### src/rtl/wave_rd_ctrl.sv
`default_nettype none
// ---------------------------------------------------------------------------
// wave_rd_ctrl: reads one buffered sample per window column, draws it with
// vertical interpolation, and handshakes a fully drawn frame to the sampler.
// Revision: 1.0
// ---------------------------------------------------------------------------
module wave_rd_ctrl #(
  parameter int WAVE_WIDTH = 1024,
  parameter int H_START    = 128,
  parameter int V_START    = 112
) (
  input  logic        pix_clk,
  input  logic        rst_n,
  input  logic        de,
  input  logic        vs,
  input  logic [11:0] h_cnt,
  input  logic [11:0] v_cnt,
  input  logic        wave_run,
  input  logic        data_ready,
  input  logic [7:0]  ram_rd_data,
  output logic [11:0] wave_rd_addr,
  output logic        wr_over,
  output logic        wave_de,
  output logic        wave_pixel
);

  localparam logic [11:0] H_LO = 12'(H_START);
  localparam logic [11:0] H_HI = 12'(H_START + WAVE_WIDTH - 1);
  localparam logic [11:0] V_LO = 12'(V_START);
  localparam logic [11:0] V_HI = 12'(V_START + 255);

  typedef enum logic [1:0] {
    IDLE  = 2'd0,
    ARMED = 2'd1,
    DRAW  = 2'd2,
    DONE  = 2'd3
  } state_t;

  state_t      state_q, state_d;
  logic        wr_over_q, wr_over_d;
  logic        vs_q, vs_d;
  logic [11:0] addr_q, addr_d;
  logic        hit1_q, hit1_d, de1_q, de1_d, first1_q, first1_d;
  logic [7:0]  row1_q, row1_d;
  logic        hit2_q, hit2_d, de2_q, de2_d, first2_q, first2_d;
  logic [7:0]  row2_q, row2_d;
  logic [7:0]  y_prev_q, y_prev_d;
  logic        de3_q, de3_d, pix_q, pix_d;

  logic        h_in, v_in, hit0, frame_end, vs_rise;
  logic [7:0]  y, y_lo, y_hi;

  always_comb begin
    h_in      = (h_cnt >= H_LO) && (h_cnt <= H_HI);
    v_in      = (v_cnt >= V_LO) && (v_cnt <= V_HI);
    hit0      = de && h_in && v_in;
    frame_end = de && (h_cnt == H_HI) && (v_cnt == V_HI);
    vs_rise   = vs && !vs_q;

    // Stage 1: address out, window position travels alongside the RAM read
    addr_d   = h_in ? (h_cnt - H_LO) : 12'd0;
    hit1_d   = hit0;
    de1_d    = de;
    first1_d = (h_cnt == H_LO);
    row1_d   = 8'(v_cnt - V_LO);

    hit2_d   = hit1_q;
    de2_d    = de1_q;
    first2_d = first1_q;
    row2_d   = row1_q;

    // Stage 3: sample is on ram_rd_data now; span from previous column's y
    y        = 8'd255 - ram_rd_data;
    y_lo     = (y_prev_q < y) ? y_prev_q : y;
    y_hi     = (y_prev_q < y) ? y : y_prev_q;
    y_prev_d = hit2_q ? y : y_prev_q;
    de3_d    = de2_q;
    pix_d    = hit2_q && (first2_q ? (row2_q == y)
                                   : ((row2_q >= y_lo) && (row2_q <= y_hi)));
    vs_d     = vs;
  end

  always_comb begin
    state_d = state_q;
    unique case (state_q)
      IDLE:  if (data_ready && wave_run) state_d = ARMED;
      ARMED: begin
        if (!wave_run || !data_ready) state_d = IDLE;
        else if (vs_rise)             state_d = DRAW;
      end
      // A vs edge simply keeps us in DRAW; frame end outranks it.
      DRAW: begin
        if (!wave_run)     state_d = IDLE;
        else if (frame_end) state_d = DONE;
      end
      DONE:  if (!data_ready) state_d = IDLE;
      default: state_d = IDLE;
    endcase
    wr_over_d = (state_d == DONE);
  end

  always_ff @(posedge pix_clk or negedge rst_n) begin
    if (!rst_n) begin
      state_q   <= IDLE;
      wr_over_q <= 1'b0;
      vs_q      <= 1'b0;
      addr_q    <= 12'd0;
      hit1_q    <= 1'b0;
      de1_q     <= 1'b0;
      first1_q  <= 1'b0;
      row1_q    <= 8'd0;
      hit2_q    <= 1'b0;
      de2_q     <= 1'b0;
      first2_q  <= 1'b0;
      row2_q    <= 8'd0;
      y_prev_q  <= 8'd0;
      de3_q     <= 1'b0;
      pix_q     <= 1'b0;
    end else begin
      state_q   <= state_d;
      wr_over_q <= wr_over_d;
      vs_q      <= vs_d;
      addr_q    <= addr_d;
      hit1_q    <= hit1_d;
      de1_q     <= de1_d;
      first1_q  <= first1_d;
      row1_q    <= row1_d;
      hit2_q    <= hit2_d;
      de2_q     <= de2_d;
      first2_q  <= first2_d;
      row2_q    <= row2_d;
      y_prev_q  <= y_prev_d;
      de3_q     <= de3_d;
      pix_q     <= pix_d;
    end
  end

  assign wave_rd_addr = addr_q;
  assign wr_over      = wr_over_q;
  assign wave_de      = de3_q;
  assign wave_pixel   = pix_q;

endmodule
`default_nettype wire

### config.mk
export PLATFORM = sky130hd
export DESIGN_NAME = wave_rd_ctrl
export DESIGN_NICKNAME = d
export VERILOG_FILES = /design/src/rtl/wave_rd_ctrl.sv
export SDC_FILE = /design/constraint.sdc
export NUM_CORES = 1
export LEC_CHECK = 0
export CAP_MARGIN = 25
export CORE_MARGIN = 2
export CORE_UTILIZATION = 57
export DETAILED_ROUTE_END_ITERATION = 12
export GPL_ROUTABILITY_DRIVEN = 0
export PLACE_DENSITY = 0.9
export RECOVER_POWER = 100
export SLEW_MARGIN = 15
export SYNTH_ARGS = -nofsm -noshare
export SYNTH_HDL_FRONTEND = slang
export SYNTH_SLANG_ARGS = --single-unit
export TNS_END_PERCENT = 30
### constraint.sdc
create_clock -name pix_clk -period 6.5 [get_ports pix_clk]
set_input_delay 1.3 -clock pix_clk [delete_from_list [all_inputs] [get_ports pix_clk]]
set_output_delay 1.3 -clock pix_clk [all_outputs]
set_load 0.01 [all_outputs]
After elaboration in Yosys (flattened, before gate mapping) --
Cells that the tools add are included. W data, S select, Z words.
Storage, ports and cells: memories kept 0, word-level logic and storage cells 59, register bits after elaboration 48, memory bits (read-only) 0, input port bits 38, bits in latches 0, RAM bits 0
Cells by class: add/sub/neg operators 3, order comparisons 7, multiply operators 0, equality and inequality tests 8, shifts and indexed selects 0, muxes and demuxes 11, divide/modulo/power cells 0, reduce and logical (&&, ||, !) cells 15, bitwise operators 0
Operators by type and width (number):
- $mux W8 | 2
- $eq A12 B11 Y1 const B | 1
- $eq A12 B8 Y1 const B | 1
- $eq A12 B9 Y1 const B | 1
- $ge A12 B7 Y1 const B | 1
- $ge A12 B8 Y1 const B | 1
- $le A12 B11 Y1 const B | 1
- $le A12 B9 Y1 const B | 1
- $mux W12 | 1
- $mux W2 | 6
- $sub A12 B8 Y12 const B | 1
- $logic_and A1 B1 Y1 | 10
- $eq A8 B8 Y1 | 1
- $ge A8 B8 Y1 | 1
- $le A8 B8 Y1 | 1
- $lt A8 B8 Y1 | 1
- $pmux W2 S4 | 1
- $sub A8 B7 Y8 const B | 1
- $sub A8 B8 Y8 const A | 1
- $eq A2 B2 Y1 const B | 3
- $logic_not A1 Y1 | 3
- $eq A2 B1 Y1 const B | 1
- $logic_not A2 Y1 | 1
- $logic_or A1 B1 Y1 | 1
- $mux W1 | 1

Logic depth before layout (Yosys ltp) --
Gate-level depths: netlist (run 1).
depth in word-level cells 7, depth in mapped cells 12, gate-level depth less buffers 10

Worst setup path before layout (run 1) --
Ideal clock, no wire load.
path kind input -> register, start in ram_rd_data[3], end reg pix_q, in the netlist wave_pixel, required time 6372 ps, arrival 3636 ps, stages on the path 10, setup slack 2736 ps, library setup time 128 ps, path through ha_1 a21oi_1 buf_2 a21oi_1 a211oi_2 ha_1 nand4_1 or3b_2 a211oi_1 nor4b_1
Between the ends: word-level cells in the longest chain between the ends 7, elaborated cells on any way between the ends 10, those cells by class add/sub (1); order compare (3); eq/ne (1); mux (3); reduce/logical (2)
Ends and longest elaborated chain:
- start: declaration | RTL line 20 | input logic [7:0] ram_rd_data,
- $sub A8 B8 Y8 * | RTL line 73 | y = 8'd255 - ram_rd_data;
- $lt A8 B8 Y1 | RTL line 74, 75
- $mux W8, on equally long branches | RTL line 74, 75
- $ge A8 B8 Y1 or $le A8 B8 Y1 (tied branches) | RTL line 79 | : ((row2_q >= y_lo) && (row2_q <= y_hi)));
- $logic_and A1 B1 Y1 | RTL line 79
- $mux W1 * | RTL line 78 | pix_d = hit2_q && (first2_q ? (row2_q == y)
- $logic_and A1 B1 Y1 * | RTL line 78
- via pix_d | RTL line 48 | logic de3_q, de3_d, pix_q, pix_d;
- end signal: assignment | RTL line 134 | pix_q <= pix_d;
- end: declaration | RTL line 48
Mark *: on every way through the listed nets, which the timed path passes. The rest lies on a longest branch. A chain may end at the register's enable or synchronous reset.

Worst setup path after layout (run 1) --
start in ram_rd_data[7], end reg pix_q, in the netlist wave_pixel
The elaborated chain is that of the path after synthesis.

==> results.md, run 1 <==
- Status: finished, violations left
- Failing checks: max-capacitance violations, max-slew violations
- All-layer global routing usage: 24.17%
- Routed WL per cell: 15.62 µm
- CP Launch Type: input port
- Vias in the first global route: 2,355
- Routed Antenna Nets: 0
- Post-Syn Nets: about 370
- Setup CP Type: in2reg
- CTS tree: yes
- Gate Count Post-Synth: 308
- PortBufs: 52
- Register bit total from synthesis: 48
- Max Cap Viol: 1
- Minimum clock period: 5.181 ns
- Final slew viol count: 49
- Maximum vdd drop: between 0.1 and 0.15 mV
- Post-CTS setup buffer count: 0
- DRC viols: 0
- Yosys cell types: 47
- Clk_skew: 0.009338 ns
- Busiest grt layer: met2
- Setup TNS: 0 ns
- Final setup fails: 0
- Final HPWL from detailed placement: 4.773 mm
- Power per Cell Area: 217.3 nW/µm²
- Achievable Freq: 193.0 MHz
- Initial DRT Pass Iterations: 5
- FFs w/ async S/R, synth: 100.0%
- Cells along the critical path: dlygate4sd3_1, ha_1, and3_1, clkbuf_1, o21ai_1, a31o_4, a211o_1, ha_1, nand4_1, or3b_2, a211oi_1, nor4b_1
- Clock tree sinks: 48
- CTS Root Cell: clkbuf_8
- M2 GR Usage: 39.03%
- WP data arrival: 5.37 ns
- WP data required: 6.69 ns
- Initial antenna violation count: 0
- Num rows: 26
- 1st-iter DRT viols: 210
- RSZ-0062 raised after global routing: false
- Slowest cell delay on critical path: roughly 0.68 ns
- Int Pwr: roughly 510 µW
- Core ar.: 5075 µm²
- Yosys warnings: 0
- Ports: 53
- Post-synthesis sequential area ratio: 40.37%
- Area Overhead vs Synth: 21.03%
- Hold Fails Final Rpt: 0
- Worst-path maximum fanout: 21
- Sw frac: 34.44%
- Grt ovf: 0
- P_sw: 269.5 µW
- Gate power share: 34.0%
- Syn Std Cell Area: 2975 µm²
- Die height: 76.25 µm
- Fin crit share: 79.70%
- Global-route wire length before repair: 11.41 mm
- Initial Util: 58.63%
- CP endpoint kind: register
- Fraction of layout cells with a size suffix above 1: 6.479%
- Nets: 419
- Sequential group share of total power: 42.6%
- H-tree depth: 2
- Met3 Usage GRT: 3.673%
- Top_reg_cell synth: dfrtp_1
- Post-cts resize count: 0
- Routing usage on met1: between 30% and 40%
- Worst-skew pair later-pin latency: 0.30 ns
- Final instance area: 3601 µm²
- Clk pin slew, worst setup/hold paths: 0.09 ns
- Vias/cell: 6.049
- Worst min path class: reg2reg
- Die width: 76.25 µm
- # hold bufs at CTS: 0
- Critical Path Most Common Cell: ha_1
- LEAKAGE: 0.001544 µW
- Slowest cell on crit path: clkbuf_1
- Clock group share of total power: around a quarter
- Max_slew headroom: -63.44%
- N_diodes: 0
- Final WL: 6.637 mm
- EDFF count, synth: 0
- Worst Tran Pin Value: 2.452 ns
- Die area: around 5800 µm²
- Placed Area: 3517 µm²
- Cts bufs inserted: 5
- Vias: 2,571
- Synth Area per Inst: 9.660 µm²
- Longest Clk Path Bufs: 2
- Largest net degree at the start of global routing: between 40 and 50
## synthesized netlist by cell type (5+ instances only)
| library cell | instances | share of area (%) |
|---|---|---|
| inv_1 | 17 | 2.1 |
| dfrtp_1 | 48 | 40 |
| nor3_1 | 5 | 0.84 |
| o21ai_0 | 22 | 3.7 |
| and2_1 | 7 | 1.5 |
| ha_1 | 26 | 11 |
| a21oi_1 | 27 | 4.5 |
| a211oi_1 | 5 | 1.3 |
| nand4_1 | 5 | 1.1 |
| a211oi_2 | 10 | 4.2 |
| nor2_1 | 22 | 2.8 |
| xor2_1 | 9 | 2.6 |
| clkbuf_1 | 7 | 0.88 |
| mux2i_1 | 8 | 2.7 |
| nand2_1 | 11 | 1.4 |
| nand3b_1 | 16 | 4.0 |
| nand3_1 | 17 | 2.9 |
## final timing paths
kind                                    startpoint                 endpoint  slack (ns)  cells past startpoint
setup / recovery                    ram_rd_data[7]     wave_pixel$_DFF_PN0_        1.32                     12
hold / removal                 row1_q[7]$_DFF_PN0_      row2_q[7]$_DFF_PN0_        0.34                      0
setup reg to reg           y_prev_q[7]$_DFFE_PN0P_     wave_pixel$_DFF_PN0_        2.56                     11
hold reg to reg                row1_q[7]$_DFF_PN0_      row2_q[7]$_DFF_PN0_        0.34                      0
max in group asynchronous                    rst_n      row1_q[4]$_DFF_PN0_        3.36                      1
min in group asynchronous                    rst_n  y_prev_q[6]$_DFFE_PN0P_        1.74                      1
## power by group through the flow
| stage | logic, µW | clock network (µW) | registers (µW) |
|---|---|---|---|
| 3_3_place_gp | 254 | 0 | 338 |
| 3_5_place_dp | 263 | 0 | 339 |
| 5_1_grt | 297 | 202 | 336 |
| 6_report | 266 | 183 | 333 |
| 4_1_cts | 267 | 187 | 333 |
| 2_1_floorplan | 182 | 0 | 336 |
## cells in the final DEF, fill, tap and decap left out, types with 6 or more instances in the layout
cell type | netlist | final
dfrtp_1 | 48 | 48
dlygate4sd3_1 | 0 | 32
a21oi_1 | 27 | 27
ha_1 | 26 | 26
o21ai_0 | 22 | 22
nor2_1 | 22 | 22
clkdlybuf4s50_1 | 0 | 19
inv_1 | 17 | 17
nand3_1 | 17 | 17
nand3b_1 | 16 | 16
nand2_1 | 11 | 11
a211oi_2 | 10 | 10
xor2_1 | 9 | 9
mux2i_1 | 8 | 8
clkbuf_8 | 0 | 6
## flip-flops by register name, summed over array words and instances, names as in the netlist
name / count
de2_q: 1
first1_q: 1
hit2_q: 1
wave_rd_addr: 12
y_prev_q: 8
state_q: 2
hit1_q: 1
wave_pixel: 1
row1_q: 8
wave_de: 1
de1_q: 1
row2_q: 8
first2_q: 1
wr_over: 1
vs_q: 1
## cell families after synthesis
family          count (synthesis)  share of synthesized area (%)
simple gates                  103                          19.60
flops                          48                          40.37
buf+inv                        31                          4.458
xor+xnor                       11                          3.238
compound gates                 80                          18.59
fa+ha+maj                      26                          10.93
mux                             8                          2.691
other cells                     1                         0.1260
## per-stage QoR
step | std cells | power (µW) | hold WS (ns) | util [%] | setup slack (ns)
3_3_place_gp | 417 | 592.2 | 0.3314 | 69.30 | 1.425
6_report | 425 | 782.4 | 0.3427 | 70.96 | 1.319
3_5_place_dp | 417 | 602.1 | 0.3347 | 69.30 | 1.331
2_1_floorplan | 308 | 518.1 | 0.3312 | - | 2.736
4_1_cts | 424 | 787.0 | 0.3471 | 71.10 | 1.661
5_1_grt | 425 | 835.3 | 0.3517 | 70.96 | 1.130
## metal layers
layer / wire length (µm) / part of all wire [%] / vias up
met3: 410 / 6.2 / 16
met1: 2882 / 43 / 1239
li1: - / - / 1209
met5: 0 / 0 / -
met2: 3211 / 48 / 107
met4: 133 / 2.0 / 0
## worst max-delay path: cells and delay by family
kind / cells / cell delay (ns)
AO/OA/AOI/OAI: 4 / 1.04
adder cells (fa/ha/maj): 2 / 0.64
buffers and inverters: 2 / 1.32
AND/OR/NAND/NOR: 4 / 1.07
## layout make-up
type                            instances  area [µm²]
Multi-Input combinational cell        229        1632
Clock inverter                          1       8.758
Timing Repair Buffer                   54       525.5
Fill cell                             393        1474
Sequential cell                        48        1201
Tap cell                               70       87.58
Clock buffer                            6       82.58
Inverter                               17       63.81
Power figures use the tool's default switching activity.
==> inputs of run 2 (changes only) <==
--- a/config.mk
+++ b/config.mk
@@ -7,10 +7,10 @@
 export LEC_CHECK = 0
 export CAP_MARGIN = 25
 export CORE_MARGIN = 2
-export CORE_UTILIZATION = 57
+export CORE_UTILIZATION = 53
 export DETAILED_ROUTE_END_ITERATION = 12
 export GPL_ROUTABILITY_DRIVEN = 0
-export PLACE_DENSITY = 0.9
+export PLACE_DENSITY = 0.84
 export RECOVER_POWER = 100
 export SLEW_MARGIN = 15
 export SYNTH_ARGS = -nofsm -noshare
==> constraint.sdc (replaced) <==
create_clock -name pix_clk -period 4.8 [get_ports pix_clk]
set_input_delay 0.96 -clock pix_clk [delete_from_list [all_inputs] [get_ports pix_clk]]
set_output_delay 0.96 -clock pix_clk [all_outputs]
set_load 0.01 [all_outputs]
==> results.md, run 2 (synthesized netlist as in run 1, its figures left out) <==
- Worst min path class: reg2reg
- All-layer global routing usage: 23.16% (-1.0 points)
- Power per Cell Area: 293.0 nW/µm² (+35%)
- WP data required: 4.98 ns (-1.71 ns)
- Core ar.: 5473 µm² (+7.8%)
- Die width: 78.93 µm (+3.5%)
- Routed Antenna Nets: 0 (unchanged)
- Cts bufs inserted: 5 (unchanged)
- Longest Clk Path Bufs: 2 (unchanged)
- Max_slew headroom: -65.41% (-2.0 points)
- Vias/cell: 5.777 (-4.5%)
- Setup CP Type: in2reg
- Setup crit end: wave_pixel$_DFF_PN0_
- 1st-iter DRT viols: 141 (-33%)
- CTS Root Cell: clkbuf_8
- Fin cells: 430 (+1.2%)
- Hold path startpoint: row1_q[2]$_DFF_PN0_
- Critical path origin: ram_rd_data[6]
- Slowest cell on crit path: dlygate4sd3_1
- Initial Util: 54.37% (-4.3 points)
- Final HPWL from detailed placement: 4.825 mm (+1.1%)
- Maximum vdd drop: 0.1794 mV (+30%)
- Hold Fails Final Rpt: 0 (unchanged)
- Failing checks: max-capacitance violations, max-slew violations
- Reg2reg setup slack: 1.63 ns (-0.93 ns)
- Nets: 421 (+0.48%)
- Fin crit share: between 80% and 90%
- Routed WL per cell: 15.15 µm (-3.0%)
- Commonest cells after routing, fill and taps aside: 48 x dfrtp_1, 32 x dlygate4sd3_1, 27 x a21oi_1, 26 x ha_1
- WP data arrival: 4.24 ns (-1.13 ns)
- Die area: 6229 µm² (+7.1%)
- Initial antenna violation count: 0 (unchanged)
- # hold bufs at CTS: 0 (unchanged)
- Achievable Freq: 246.5 MHz
- Setup TNS: 0 ns (unchanged)
- H-tree depth: 2 (unchanged)
- Post-CTS setup buffer count: 0 (unchanged)
- Clock tree sinks: 48 (unchanged)
- Initial DRT Pass Iterations: 4 (-1)
- Global-route wire length before repair: 11.35 mm (-0.54%)
- Final slew viol count: 49 (unchanged)
- Area Overhead vs Synth: 21.70%
- DRC viols: 0 (unchanged)
- Placed insts: 422 (+1.2%)
- CP Launch Type: input port
- Clk_skew: 0.009577 ns (+0.0002396 ns)
- Slowest cell delay on critical path: 0.62 ns (-0.06 ns)
- Final setup fails: 0 (unchanged)
- Worst-path maximum fanout: 16 (-24%)
- Die height: 78.93 µm (+3.5%)
- Vias in the first global route: 2,441 (+3.7%)
- Leading cell type in the layout, fill and taps excluded: dfrtp_1
- Max reg flops: 12 (unchanged)
- Worst-skew pair later-pin latency: 0.30 ns (about the same)
- Worst r2r path cells: 10 (-1)
- CP endpoint kind: register
- Post-cts resize count: 0 (unchanged)
- Minimum clock period: 4.057 ns
- Fraction of layout cells with a size suffix above 1: 7.542% (+1.1 points)
- Num rows: 27 (+3.8%)
- Crit Reg-Reg Startpoint: y_prev_q[6]$_DFFE_PN0P_
- CTS tree: yes
- LEAKAGE: 0.001556 µW (+0.80%)
- Ports: 53 (unchanged)
- Cells along the critical path: dlygate4sd3_1, ha_1, a21o_1, a21oi_2, o21ai_0, a211oi_1, ha_1, nand4_1, or3b_2, a211oi_1, nor4b_1
- Max Cap Viol: 1 (unchanged)
- Final WL: 6.515 mm (-1.8%)
- RSZ-0062 raised after global routing: false
- Largest net degree at the start of global routing: 49 (unchanged)
- Status: finished, violations left
- Clk pin slew, worst setup/hold paths: 0.10 ns (about the same)
- Vias: 2,484 (-3.4%)
- Grt ovf: 0 (unchanged)
- Worst Tran Pin Value: 2.481 ns (+0.02968 ns)
- Final core occ: 66.16% (-4.8 points)
- PortBufs: 52 (unchanged)
- FF-to-FF End: wave_pixel$_DFF_PN0_
- N_diodes: 0 (unchanged)
-- run 2: worst min-delay path by stage --
| stage | to | slack (ns) | cells after the start |
|---|---|---|---|
| global placement | row2_q[6]$_DFF_PN0_ | 0.33 | 0 |
| global route | row2_q[6]$_DFF_PN0_ | 0.36 | 0 |
| detailed placement | row2_q[2]$_DFF_PN0_ | 0.33 | 0 |
| finish | row2_q[2]$_DFF_PN0_ | 0.34 | 0 |
| floorplan | de2_q$_DFF_PN0_ | 0.33 | 0 |
| CTS | row2_q[2]$_DFF_PN0_ | 0.34 | 0 |
-- run 2: layout make-up --
cell class	instances	area (µm²)
Clock buffer	5	68.82
Clock inverter	3	21.27
Fill cell	434	1852
Inverter	17	63.81
Multi-Input combinational cell	229	1632
Sequential cell	48	1201
Tap cell	72	90.09
Timing Repair Buffer	56	544.3
-- run 2: power by group --
| part | internal (µW) | total [µW] | switching [µW] |
|---|---|---|---|
| clock network | 104 | 246 | 143 |
| registers | 430 | 451 | 21.1 |
| logic | 154 | 364 | 210 |
| total | 687 | 1060 | 374 |
-- run 2: routing by layer --
metal	part of all wire (%)	wire length (µm)	up-vias	GRT usage (%)
li1	-	-	1210	-
met1	45	2948	1180	31.09
met2	48	3131	84	36.92
met3	5.0	328	10	4.659
met4	1.6	106	0	9.310
met5	0	0	-	0
-- run 2: per-stage QoR --
stage	power, µW	hold slack, ns	area [µm²]	worst slack [ns]
after global placement	808.0	0.3319	3542	0.6606
after global routing	1135	0.3572	3621	0.4872
after floorplan	701.6	0.3312	2975	1.376
after detailed placement	823.4	0.3347	3542	0.5437
after CTS	1069	0.3416	3632	0.8742
final	1061	0.3438	3621	0.7426
-- run 2: worst max-delay path, delay by kind of cell --
family / cells / cell delay [ns]
adder cells (fa/ha/maj): 2 / 0.64
buffers and inverters: 1 / 0.62
AND/OR/NAND/NOR: 3 / 0.65
AO/OA/AOI/OAI: 5 / 1.36
